**src/rtl/vga_timing_gen.sv**
```systemverilog
// VGA raster timing generator: pixel counters, registered syncs, display enable and line/frame strobes.
// Optional prefetch outputs (one-tick-ahead pixel address) enabled by defining VGA_TIMING_PREFETCH_EN.
module vga_timing_gen #(
  parameter int H_ACTIVE  = 640,
  parameter int H_FP      = 16,
  parameter int H_SYNC    = 96,
  parameter int H_BP      = 48,
  parameter int V_ACTIVE  = 480,
  parameter int V_FP      = 10,
  parameter int V_SYNC    = 2,
  parameter int V_BP      = 33,
  parameter int HSYNC_POL = 0,
  parameter int VSYNC_POL = 0,
  parameter int CLK_DIV   = 1,
  localparam int H_TOTAL  = H_ACTIVE + H_FP + H_SYNC + H_BP,
  localparam int V_TOTAL  = V_ACTIVE + V_FP + V_SYNC + V_BP,
  localparam int HW       = $clog2(H_TOTAL),
  localparam int VW       = $clog2(V_TOTAL)
) (
  input  logic          clk,
  input  logic          reset_n,
  output logic [HW-1:0] hcount,
  output logic [VW-1:0] vcount,
  output logic          HSync,
  output logic          VSync,
  output logic          output_en,
  output logic          line_start,
  output logic          frame_start
`ifdef VGA_TIMING_PREFETCH_EN
  ,
  output logic [HW-1:0] fetch_x,
  output logic [VW-1:0] fetch_y,
  output logic          fetch_en
`endif
);

  localparam int DW = (CLK_DIV > 1) ? $clog2(CLK_DIV) : 1;
  localparam logic [DW-1:0] DIV_LAST = DW'(CLK_DIV - 1);
  localparam logic [HW-1:0] H_LAST   = HW'(H_TOTAL - 1);
  localparam logic [VW-1:0] V_LAST   = VW'(V_TOTAL - 1);
  localparam logic          HS_ON    = (HSYNC_POL != 0);
  localparam logic          VS_ON    = (VSYNC_POL != 0);

  logic [DW-1:0] divCnt;
  logic          tick;
  logic [HW-1:0] hNext;
  logic [VW-1:0] vNext;

  function automatic logic [HW-1:0] stepH(input logic [HW-1:0] h);
    return (h == H_LAST) ? '0 : h + 1'b1;
  endfunction

  // Vertical position only advances on the column that wraps the line.
  function automatic logic [VW-1:0] stepV(input logic [HW-1:0] h, input logic [VW-1:0] v);
    if (h != H_LAST) return v;
    return (v == V_LAST) ? '0 : v + 1'b1;
  endfunction

  function automatic logic hsyncLevel(input logic [HW-1:0] h);
    logic act;
    act = (int'(h) >= H_ACTIVE + H_FP) && (int'(h) < H_ACTIVE + H_FP + H_SYNC);
    return act ? HS_ON : ~HS_ON;
  endfunction

  function automatic logic vsyncLevel(input logic [VW-1:0] v);
    logic act;
    act = (int'(v) >= V_ACTIVE + V_FP) && (int'(v) < V_ACTIVE + V_FP + V_SYNC);
    return act ? VS_ON : ~VS_ON;
  endfunction

  function automatic logic activeOf(input logic [HW-1:0] h, input logic [VW-1:0] v);
    return (int'(h) < H_ACTIVE) && (int'(v) < V_ACTIVE);
  endfunction

  always_comb begin
    tick  = (divCnt == DIV_LAST);
    hNext = stepH(hcount);
    vNext = stepV(hcount, vcount);
  end

  // Decode from the next-state counters so syncs and enable land on the same edge as the counters.
  always_ff @(posedge clk or negedge reset_n) begin
    if (!reset_n) begin
      divCnt      <= '0;
      hcount      <= H_LAST;
      vcount      <= V_LAST;
      HSync       <= ~HS_ON;
      VSync       <= ~VS_ON;
      output_en   <= 1'b0;
      line_start  <= 1'b0;
      frame_start <= 1'b0;
    end else begin
      divCnt      <= tick ? '0 : divCnt + 1'b1;
      line_start  <= tick && (hNext == '0);
      frame_start <= tick && (hNext == '0) && (vNext == '0);
      if (tick) begin
        hcount    <= hNext;
        vcount    <= vNext;
        HSync     <= hsyncLevel(hNext);
        VSync     <= vsyncLevel(vNext);
        output_en <= activeOf(hNext, vNext);
      end
    end
  end

`ifdef VGA_TIMING_PREFETCH_EN
  // Runs one pixel ahead of hcount/vcount to cover a single-cycle framebuffer read.
  always_ff @(posedge clk or negedge reset_n) begin
    if (!reset_n) begin
      fetch_x  <= '0;
      fetch_y  <= '0;
      fetch_en <= 1'b1;
    end else if (tick) begin
      fetch_x  <= stepH(fetch_x);
      fetch_y  <= stepV(fetch_x, fetch_y);
      fetch_en <= activeOf(stepH(fetch_x), stepV(fetch_x, fetch_y));
    end
  end
`endif

endmodule

```
**config.mk**
```make
export PLATFORM = sky130hd
export DESIGN_NAME = vga_timing_gen
export DESIGN_NICKNAME = d
export VERILOG_FILES = /design/src/rtl/vga_timing_gen.sv
export SDC_FILE = /design/constraint.sdc
export NUM_CORES = 1
export LEC_CHECK = 0
export ABC_AREA = 1
export BUFFER_PORTS_ARGS = -buffer_cell sky130_fd_sc_hd__buf_2
export CORE_MARGIN = 4
export CORE_UTILIZATION = 30
export DETAILED_ROUTE_END_ITERATION = 8
export PLACE_DENSITY = 0.59
export SYNTH_ARGS = -nofsm -noshare
export SYNTH_HDL_FRONTEND = slang
export SYNTH_SLANG_ARGS = --single-unit
```
**constraint.sdc**
```tcl
create_clock -name clk -period 2.5 [get_ports clk]
set_clock_uncertainty 0.2 [all_clocks]
set_input_delay 0.125 -clock clk [delete_from_list [all_inputs] [get_ports clk]]
set_output_delay 0.125 -clock clk [all_outputs]
set_load 0.01 [all_outputs]
```
==> impl_metrics.toml, run 1 <==
[clocking]
clock_insertion_delay_worst_skew_ps = 260
cts_tree = "done"
clock_tree.htree_level_count = 1
clock_tree.buffer_depth = 2
cts-root-buf = "clkbuf_8"
cts.sink_count = 25
cts_resized = 0
path_clk_slew_ps = 80
cts-buffers-inserted = 3
cts_setup_buffers = 0

[critical_path]
crit_chain = "ha_1 -> nand4_4 -> nor2_8 -> nand4_1 -> a21oi_1 -> nand2_1 -> nor2_1 -> nor2_1"
worstReg2RegEnd = "output_en$_DFF_PN0_"
worst-r2r-cell-count = 8
endpoint = "output_en$_DFF_PN0_"
end_kind = "register"
critical_path_arrival_ps = 2160
worst_path_dominant_cell_family = "simple AND/OR/NAND/NOR gates"
r2r_setup_slack_ps = 280
critical-path-slowest-cell = "dfstp_2"
most_frequent_cp_cell = "nor2_1"
crit-reg2reg-launch = "hcount[0]$_DFF_PN1_"
worst-path-buf-inv = 0
crit_cells = 8
timing.critical_path.required_ps = 2450
path_max_fanout = 17
cp-startpoint = "hcount[0]$_DFF_PN1_"
timing.critical_path.slowest_cell_delay_ps = 570
criticalPathCategory = "reg2reg"
startpoint_type = "register"

[sta]
timing.final.hold_violations = 0
tightest_slew_ps = 539
sum_of_negative_setup_slack_ps = 0
setup_viol_count_final = 0
max_freq_ghz = 0.451
rsz_0062_raised_after_global_routing = "false"
period_minus_slack_ps = 2220
maxSlewHeadroom_pct = 64.1
whs_ps = 178
timing_max_transition_violations_final = 0
postLayoutSetupSlackWorst_ps = 282
min_period_over_period_pct = 88.7

[floorplan]
rows = 25
core_area_sq_um = 4790
die_height_um = 78.7
die_area_sq_um = 6190
ios = 27
die_w_um = 78.7
start_util_pct = 31.3

[power]
share_clk_of_total_power_pct = 35.6
power_per_cell_area_nw_per_um2 = 366
power.internal_w = 0.000520
largest_vdd_supply_drop_mv = 0.166
switching_share_of_power_pct = 19.1
leakagePower_nw = 0.964
switchingPower_w = 0.000123
combPwrFrac_pct = 1.4
pwr-share-seq_pct = 63.0

[run]
cap_violations = 0

[synthesis]
post-synth-top-area-fraction_pct = 21.7
syn_area_per_cell_sq_um = 7.20
ys_types = 21
synth_edf_count = 0
synthesis.nets = 213
biggest_area_consumer_among_synthesized_cells = "dfrtp_1"
syn_inst = 208
synth_async_sr_flop_share_pct = 100
postSynthRegisterBits = 25
ys_seq_area_share_pct = 42.8
ys_warn_count = 0
synthFlopType = "dfrtp_1"
synth_top_cells_by_area = "dfrtp_1 22%, dfstp_2 21%, nand2_1 14%"
netlist_area_sq_um = 1500

[worst_hold_path]
hold_class = "in2async"

[global_route]
gr-total-overflow = 0
antenna_found_initial = 0
number_of_global_route_vias_before_repair = 1373
grt_pass1_wl_um = 5940
grt_start_max_net_pins = 26
grt_util_all_layers_pct = 11.8

[detailed_routing]
routed_via_density = 4.43
drt-pass1-iter-count = 4
finalWirelength_um = 3390
route.detailed.drc = 0
routedWlPerCell_um = 11.1
ant_nets = 0
detailroute.via_count = 1351
drt_iter0_drc = 63

[finish]
diodes = 0
syn2layout_area_growth_pct = 17.2
drive_above_1_share_pct = 21.8
final_core_utilization_pct = 36.7
commonest_cells_after_routing_fill_and_taps_aside = "54 x nand2_1, 39 x inv_1, 28 x nor2_1"
nets = 244
final_common_cell = "nand2_1"

[place]
placement.io_buffers = 26
routabilityCongestion = 0.852
detailed_place_hpwl_um = 2670
placement.setup.worst_slack_ps = 313

[run_status]
outcome = "finished clean"
[state kept, by name, summed over array words and instances (netlist names)]
name and cells:
frame_start 1, line_start 1, HSync 1, vcount 10
hcount 10, VSync 1, output_en 1
[cells in the mapped netlist (2+ instances only)]
| cell type | n |
|---|---|
| inv_1 | 39 |
| o21ai_0 | 2 |
| nor3_1 | 6 |
| o21ai_2 | 2 |
| nand2_1 | 54 |
| a21oi_1 | 3 |
| nor2_1 | 28 |
| dfstp_2 | 12 |
| nand4_1 | 6 |
| nor2_2 | 3 |
| ha_1 | 3 |
| nand2_2 | 3 |
| dfrtp_1 | 13 |
| nand3_1 | 27 |
[cell families (layout without fill, tap and decap cells)]
logic type,after synthesis,after routing,share of synthesized area [%]
and+or+nand+nor,131,131,40.4
buffers and inverters,40,70,10.5
DFF,25,25,42.8
AOI/OAI and AO/OA,8,8,3.17
adders and majority gates,3,3,2.51
xor gates and xnor gates,1,1,0.585
[worst register-to-register path, cell delays in order, from the launching register on]
cell and delay (ps):
dfstp_2 570, ha_1 260, nand4_4 170, nor2_8 270, nand4_1 110, a21oi_1 220
nand2_1 70, nor2_1 160, nor2_1 70
[what timing repair did]
action / in CTS / in global routing
setup endpoints to repair: 0 / 0
endpoints found under the hold margin: 13 / 0
hold buffers: 1 / 0
[metrics by stage]
step	std cells	total power [W]	instance area, sq um
floorplan	208	0.000412	1500
global placement	300	0.000421	1700
global route	305	0.000676	1760
CTS	305	0.000656	1760
detailed placement	300	0.000421	1700
finish	305	0.000643	1760
[worst min path at each step]
| stage | to | depth (start not counted) |
|---|---|---|
| final | hcount[6]$_DFF_PN0_ | 2 |
| after global routing | hcount[6]$_DFF_PN0_ | 2 |
| after CTS | hcount[6]$_DFF_PN0_ | 2 |
| after detailed placement | hcount[7]$_DFF_PN0_ | 1 |
| after global placement | hcount[7]$_DFF_PN0_ | 1 |
| after floorplan | frame_start$_DFF_PN0_ | 0 |
[layout make-up]
class                           count  area [sq um]
Fill cell                         535          3030
Multi-Input combinational cell    143           699
Inverter                           39           146
Clock buffer                        4          45.0
Timing Repair Buffer               27           140
Sequential cell                    25           641
Tap cell                           67          83.8
[metal layers]
layer	vias up	routed length [um]	GRT usage, %
met5	-	0	0
met4	0	35	4.20
met3	4	193	1.72
met2	37	1510	19.1
met1	600	1640	16.0
li1	710	-	-
[power groups by stage]
stage	logic, W	clock network, W	registers (W)
4_1_cts	0.00000981	0.000241	0.000405
3_3_place_gp	0.00000841	0	0.000412
5_1_grt	0.0000112	0.000259	0.000405
2_1_floorplan	0.000000000523	0	0.000412
3_5_place_dp	0.00000869	0	0.000412
6_report	0.00000904	0.000229	0.000405
No activity file was read; power rests on OpenSTA's default activity.
==> run 2: changes to the inputs <==
--- a/config.mk
+++ b/config.mk
@@ -7,7 +7,6 @@
 export LEC_CHECK = 0
 export ABC_AREA = 1
 export BUFFER_PORTS_ARGS = -buffer_cell sky130_fd_sc_hd__buf_2
-export CORE_MARGIN = 4
 export CORE_UTILIZATION = 30
 export DETAILED_ROUTE_END_ITERATION = 8
 export PLACE_DENSITY = 0.59
==> run 2 against run 1 <==
Sequential share of layout area hardly changed; combinational power is 0.6% higher; cell count unchanged.
==> impl_metrics.toml, run 2 (synthesized netlist as in run 1, its figures left out) <==
[run_status]
outcome = "finished clean"

[critical_path]
crit-reg2reg-launch = "hcount[0]$_DFF_PN1_"
timing.critical_path.slowest_cell_delay_ps = 570
critical-path-slowest-cell = "dfstp_2"
end_kind = "register"
most_frequent_cp_cell = "nor2_1"
timing.critical_path.required_ps = 2460
critical_path_arrival_ps = 2140
worstReg2RegEnd = "output_en$_DFF_PN0_"
criticalPathCategory = "reg2reg"
worst-r2r-cell-count = 8
path_max_fanout = 17
r2r_setup_slack_ps = 320
crit_chain = "ha_1 -> nand4_4 -> nor2_8 -> nand4_1 -> a21oi_1 -> nand2_1 -> nor2_1 -> nor2_1"
startpoint_type = "register"

[sta]
max_freq_ghz = 0.459
maxSlewHeadroom_pct = 63.8
rsz_0062_raised_after_global_routing = "false"
min_period_over_period_pct = 87.1
timing.final.hold_violations = 0
setup_viol_count_final = 0
timing_max_transition_violations_final = 0
tightest_slew_ps = 543
period_minus_slack_ps = 2180
sum_of_negative_setup_slack_ps = 0

[floorplan]
die_height_um = 72.7
start_util_pct = 31.5
ios = 27
die_w_um = 72.7
core_area_sq_um = 4750
rows = 25
die_area_sq_um = 5280

[finish]
instances_no_fill = 305
syn2layout_area_growth_pct = 17.3
reg.largest.list = "hcount: 10 flops, vcount: 10 flops"
diodes = 0
final_common_cell = "nand2_1"
commonest_cells_after_routing_fill_and_taps_aside = "54 x nand2_1, 39 x inv_1, 28 x nor2_1"
nets = 244
drive_above_1_share_pct = 22.3
final.fill_count = 526

[global_route]
number_of_global_route_vias_before_repair = 1198
grt_pass1_wl_um = 5610
antenna_found_initial = 0
gr-total-overflow = 0
grt_util_all_layers_pct = 13.7
grt_start_max_net_pins = 26

[worst_hold_path]
hold_class = "in2async"

[detailed_routing]
detailroute.via_count = 1365
ant_nets = 0
route.detailed.drc = 0
drt-pass1-iter-count = 4
routed_via_density = 4.48
finalWirelength_um = 3330
drt_iter0_drc = 79
routedWlPerCell_um = 10.9

[clocking]
cts_setup_buffers = 0
clock_tree.buffer_depth = 2
cts.sink_count = 25
path_clk_slew_ps = 90
cts-root-buf = "clkbuf_8"
clock_tree.htree_level_count = 1
cts_resized = 0
cts-buffers-inserted = 3
cts_tree = "done"
clock_insertion_delay_worst_skew_ps = 260
cts_hold_repair.buffers = 1

[power]
leakagePower_nw = 0.966
power_per_cell_area_nw_per_um2 = 366
largest_vdd_supply_drop_mv = 0.159

[run]
cap_violations = 0

[place]
detailed_place_hpwl_um = 2600
placement.io_buffers = 26
post-place-cells = 300
routabilityCongestion = 0.839
-- run 2: layer usage --
metal	global-route usage, %	part of all wire, %	vias to the layer above
li1	-	-	710
met4	4.36	1.2	0
met2	20.9	45	31
met5	0	0	-
met1	20.1	50	618
met3	1.93	3.8	6
-- run 2: power breakdown --
group / total, W / switching, W / internal [W]
Clock: 0.000230 / 0.000118 / 0.000111
Sequential: 0.000405 / 0 / 0.000405
Combinational: 0.00000909 / 0.00000751 / 0.00000157
-- run 2: worst max path at each step --
stage,slack (ps),endpoint,depth (start not counted),start
4_1_cts,300,output_en$_DFF_PN0_,8,hcount[0]$_DFF_PN1_
5_1_grt,90,output_en$_DFF_PN0_,7,hcount[0]$_DFF_PN1_
3_5_place_dp,300,output_en$_DFF_PN0_,8,hcount[0]$_DFF_PN1_
6_report,320,output_en$_DFF_PN0_,8,hcount[0]$_DFF_PN1_
3_3_place_gp,300,output_en$_DFF_PN0_,8,hcount[0]$_DFF_PN1_
2_1_floorplan,490,output_en$_DFF_PN0_,9,hcount[0]$_DFF_PN1_
-- run 2: area by class of cell --
| cell class | count | area, sq um | area share [%] |
|---|---|---|---|
| sequential | 25 | 641 | 36.5 |
| timing repair buffer | 27 | 140 | 7.98 |
| clock buffer | 3 | 41.3 | 2.35 |
| inverter | 39 | 146 | 8.33 |
| clock inverter | 1 | 5.00 | 0.285 |
| tap | 67 | 83.8 | 4.77 |
| multi-input combinational | 143 | 699 | 39.8 |
-- run 2: worst max-delay path, delay by kind of cell, from the launching register on --
family	cells	cell delay [ps]
simple gates	6	830
compound gates	1	220
fa+ha+maj	1	250
flops	1	570
-- run 2: stage by stage --
stage | setup slack, ps | hold slack [ps] | utilization (%) | area [sq um] | total power [W]
finish | 323 | 173 | 36.9 | 1760 | 0.000644
global route | 87.6 | 218 | 36.9 | 1760 | 0.000669
CTS | 298 | 180 | 36.9 | 1760 | 0.000659
detailed placement | 303 | -58.8 | 35.8 | 1700 | 0.000421
global placement | 295 | -62.1 | 35.8 | 1700 | 0.000421
floorplan | 490 | -371 | - | 1500 | 0.000412
==> run 3: changes to the inputs <==
--- a/config.mk
+++ b/config.mk
@@ -7,9 +7,9 @@
 export LEC_CHECK = 0
 export ABC_AREA = 1
 export BUFFER_PORTS_ARGS = -buffer_cell sky130_fd_sc_hd__buf_2
-export CORE_UTILIZATION = 30
+export CORE_UTILIZATION = 55
 export DETAILED_ROUTE_END_ITERATION = 8
-export PLACE_DENSITY = 0.59
+export PLACE_DENSITY = 0.9
 export SYNTH_ARGS = -nofsm -noshare
 export SYNTH_HDL_FRONTEND = slang
 export SYNTH_SLANG_ARGS = --single-unit
==> run 3 against run 2 <==
Core utilization rose by 30 points; sequential share of layout area is 1.4 points higher; wire length is 3.6% lower; final area down 3.7%; critical path type unchanged; critical endpoint is now frame_start$_DFF_PN0_.
==> impl_metrics.toml, run 3 (synthesized netlist as in run 1, its figures left out) <==
[floorplan]
die_w_um = 54.2
die_height_um = 54.2
die_area_sq_um = 2940
core_area_sq_um = 2520
ios = 27
start_util_pct = 59.4
rows = 18

[detailed_routing]
routedWlPerCell_um = 12.0
route.detailed.drc = 0
routed_via_density = 5.23
detailroute.via_count = 1402
ant_nets = 0
drt-pass1-iter-count = 4
drt_iter0_drc = 33
finalWirelength_um = 3210

[finish]
syn2layout_area_growth_pct = 12.9
finish.instance_area_sq_um = 1690
commonest_cells_after_routing_fill_and_taps_aside = "54 x nand2_1, 39 x inv_1, 28 x nor2_1"
nets = 244
instances_no_fill = 268
final_common_cell = "nand2_1"
diodes = 0
reg.largest.list = "hcount: 10 flops, vcount: 10 flops"
drive_above_1_share_pct = 22.3

[global_route]
antenna_found_initial = 0
grt_start_max_net_pins = 26
number_of_global_route_vias_before_repair = 1202
gr-total-overflow = 0
grt_util_all_layers_pct = 24.7
grt_pass1_wl_um = 5140

[power]
leakagePower_nw = 0.959
pwr-share-seq_pct = 69.4
power.internal_w = 0.000467
power_per_cell_area_nw_per_um2 = 345
share_clk_of_total_power_pct = 29.0
switching_share_of_power_pct = 20.1
largest_vdd_supply_drop_mv = 0.289
combPwrFrac_pct = 1.6
switchingPower_w = 0.000118

[clocking]
clock_tree.htree_level_count = 1
clock_insertion_delay_worst_skew_ps = 300
cts-root-buf = "clkbuf_4"
cts-buffers-inserted = 3
cts_setup_buffers = 0
cts_tree = "done"
path_clk_slew_ps = 130
clock_tree.buffer_depth = 2
cts_resized = 0
cts_hold_repair.buffers = 1
cts.sink_count = 25

[sta]
timing.final.hold_violations = 0
min_period_over_period_pct = 90.0
max_freq_ghz = 0.444
tightest_slew_ps = 534
rsz_0062_raised_after_global_routing = "false"
timing_max_transition_violations_final = 0
sum_of_negative_setup_slack_ps = 0
setup_viol_count_final = 0
period_minus_slack_ps = 2250
maxSlewHeadroom_pct = 64.4

[place]
routabilityCongestion = 0.920
placed_cell_area_sq_um = 1650
placement.io_buffers = 26
post-place-cells = 263
detailed_place_hpwl_um = 2500

[critical_path]
startpoint_type = "register"
end_kind = "register"
crit-reg2reg-launch = "hcount[0]$_DFF_PN1_"
critical_path_arrival_ps = 2300
timing.critical_path.required_ps = 2550
criticalPathCategory = "reg2reg"
cp-startpoint = "hcount[0]$_DFF_PN1_"
path_max_fanout = 17

[worst_hold_path]
hold_class = "in2async"

[run_status]
outcome = "finished clean"

[run]
cap_violations = 0
run 3: cell count changes in the layout (fill, tap and decap cells not counted):
cell      previous run  this run
clkbuf_8             3         0
clkbuf_4             0         3
run 3: power by group through the flow:
stage          clock, W  combinational, W  sequential [W]
2_1_floorplan         0    0.000000000523        0.000412
5_1_grt        0.000192         0.0000107        0.000406
3_5_place_dp          0        0.00000848        0.000412
6_report       0.000170        0.00000909        0.000405
4_1_cts        0.000178        0.00000950        0.000406
3_3_place_gp          0        0.00000804        0.000412
run 3: per-stage QoR:
stage / hold slack [ps] / power [W] / setup WS [ps] / util [%]
2_1_floorplan: -371 / 0.000412 / 490 / -
6_report: 136 / 0.000584 / 249 / 67.1
5_1_grt: 154 / 0.000609 / 36.5 / 67.1
3_3_place_gp: -75.5 / 0.000420 / 352 / 65.6
4_1_cts: 121 / 0.000593 / 222 / 67.1
3_5_place_dp: -62.1 / 0.000421 / 251 / 65.6
run 3: worst paths after layout:
check,to,slack [ps],cells after the start
setup / recovery,frame_start$_DFF_PN0_,250,9
hold reg to reg,hcount[0]$_DFF_PN1_,340,1
hold / removal,vcount[6]$_DFF_PN0_,140,2
max in group asynchronous,hcount[2]$_DFF_PN1_,1590,2
min in group clk,hcount[0]$_DFF_PN1_,340,1
setup reg to reg,frame_start$_DFF_PN0_,250,9
run 3: routing by layer:
metal  vias up  track usage [%]  share of wire [%]
met5         -                0                  0
met4         0             7.69                1.2
met3         4             2.54                3.5
met2        34             42.7                 50
met1       650             32.1                 45
li1        714                -                  -
run 3: cell type report:
| cell class | count | area [sq um] |
|---|---|---|
| clock inverters | 1 | 5.00 |
| inverters | 39 | 146 |
| fillers | 232 | 831 |
| repair buffers | 27 | 140 |
| multi-input cells | 143 | 699 |
| well taps | 30 | 37.5 |
| clock buffers | 3 | 22.5 |
| flip-flops and latches | 25 | 641 |
run 3: worst max-delay path: stages, from the launching register on:
cell and delay [ps]:
dfstp_2 580, ha_1 260, nand4_4 170, nor2_8 260
nand2_1 160, nand3_1 170, nand3_1 120, nor2_1 120
nand3_1 90, nor2_1 90
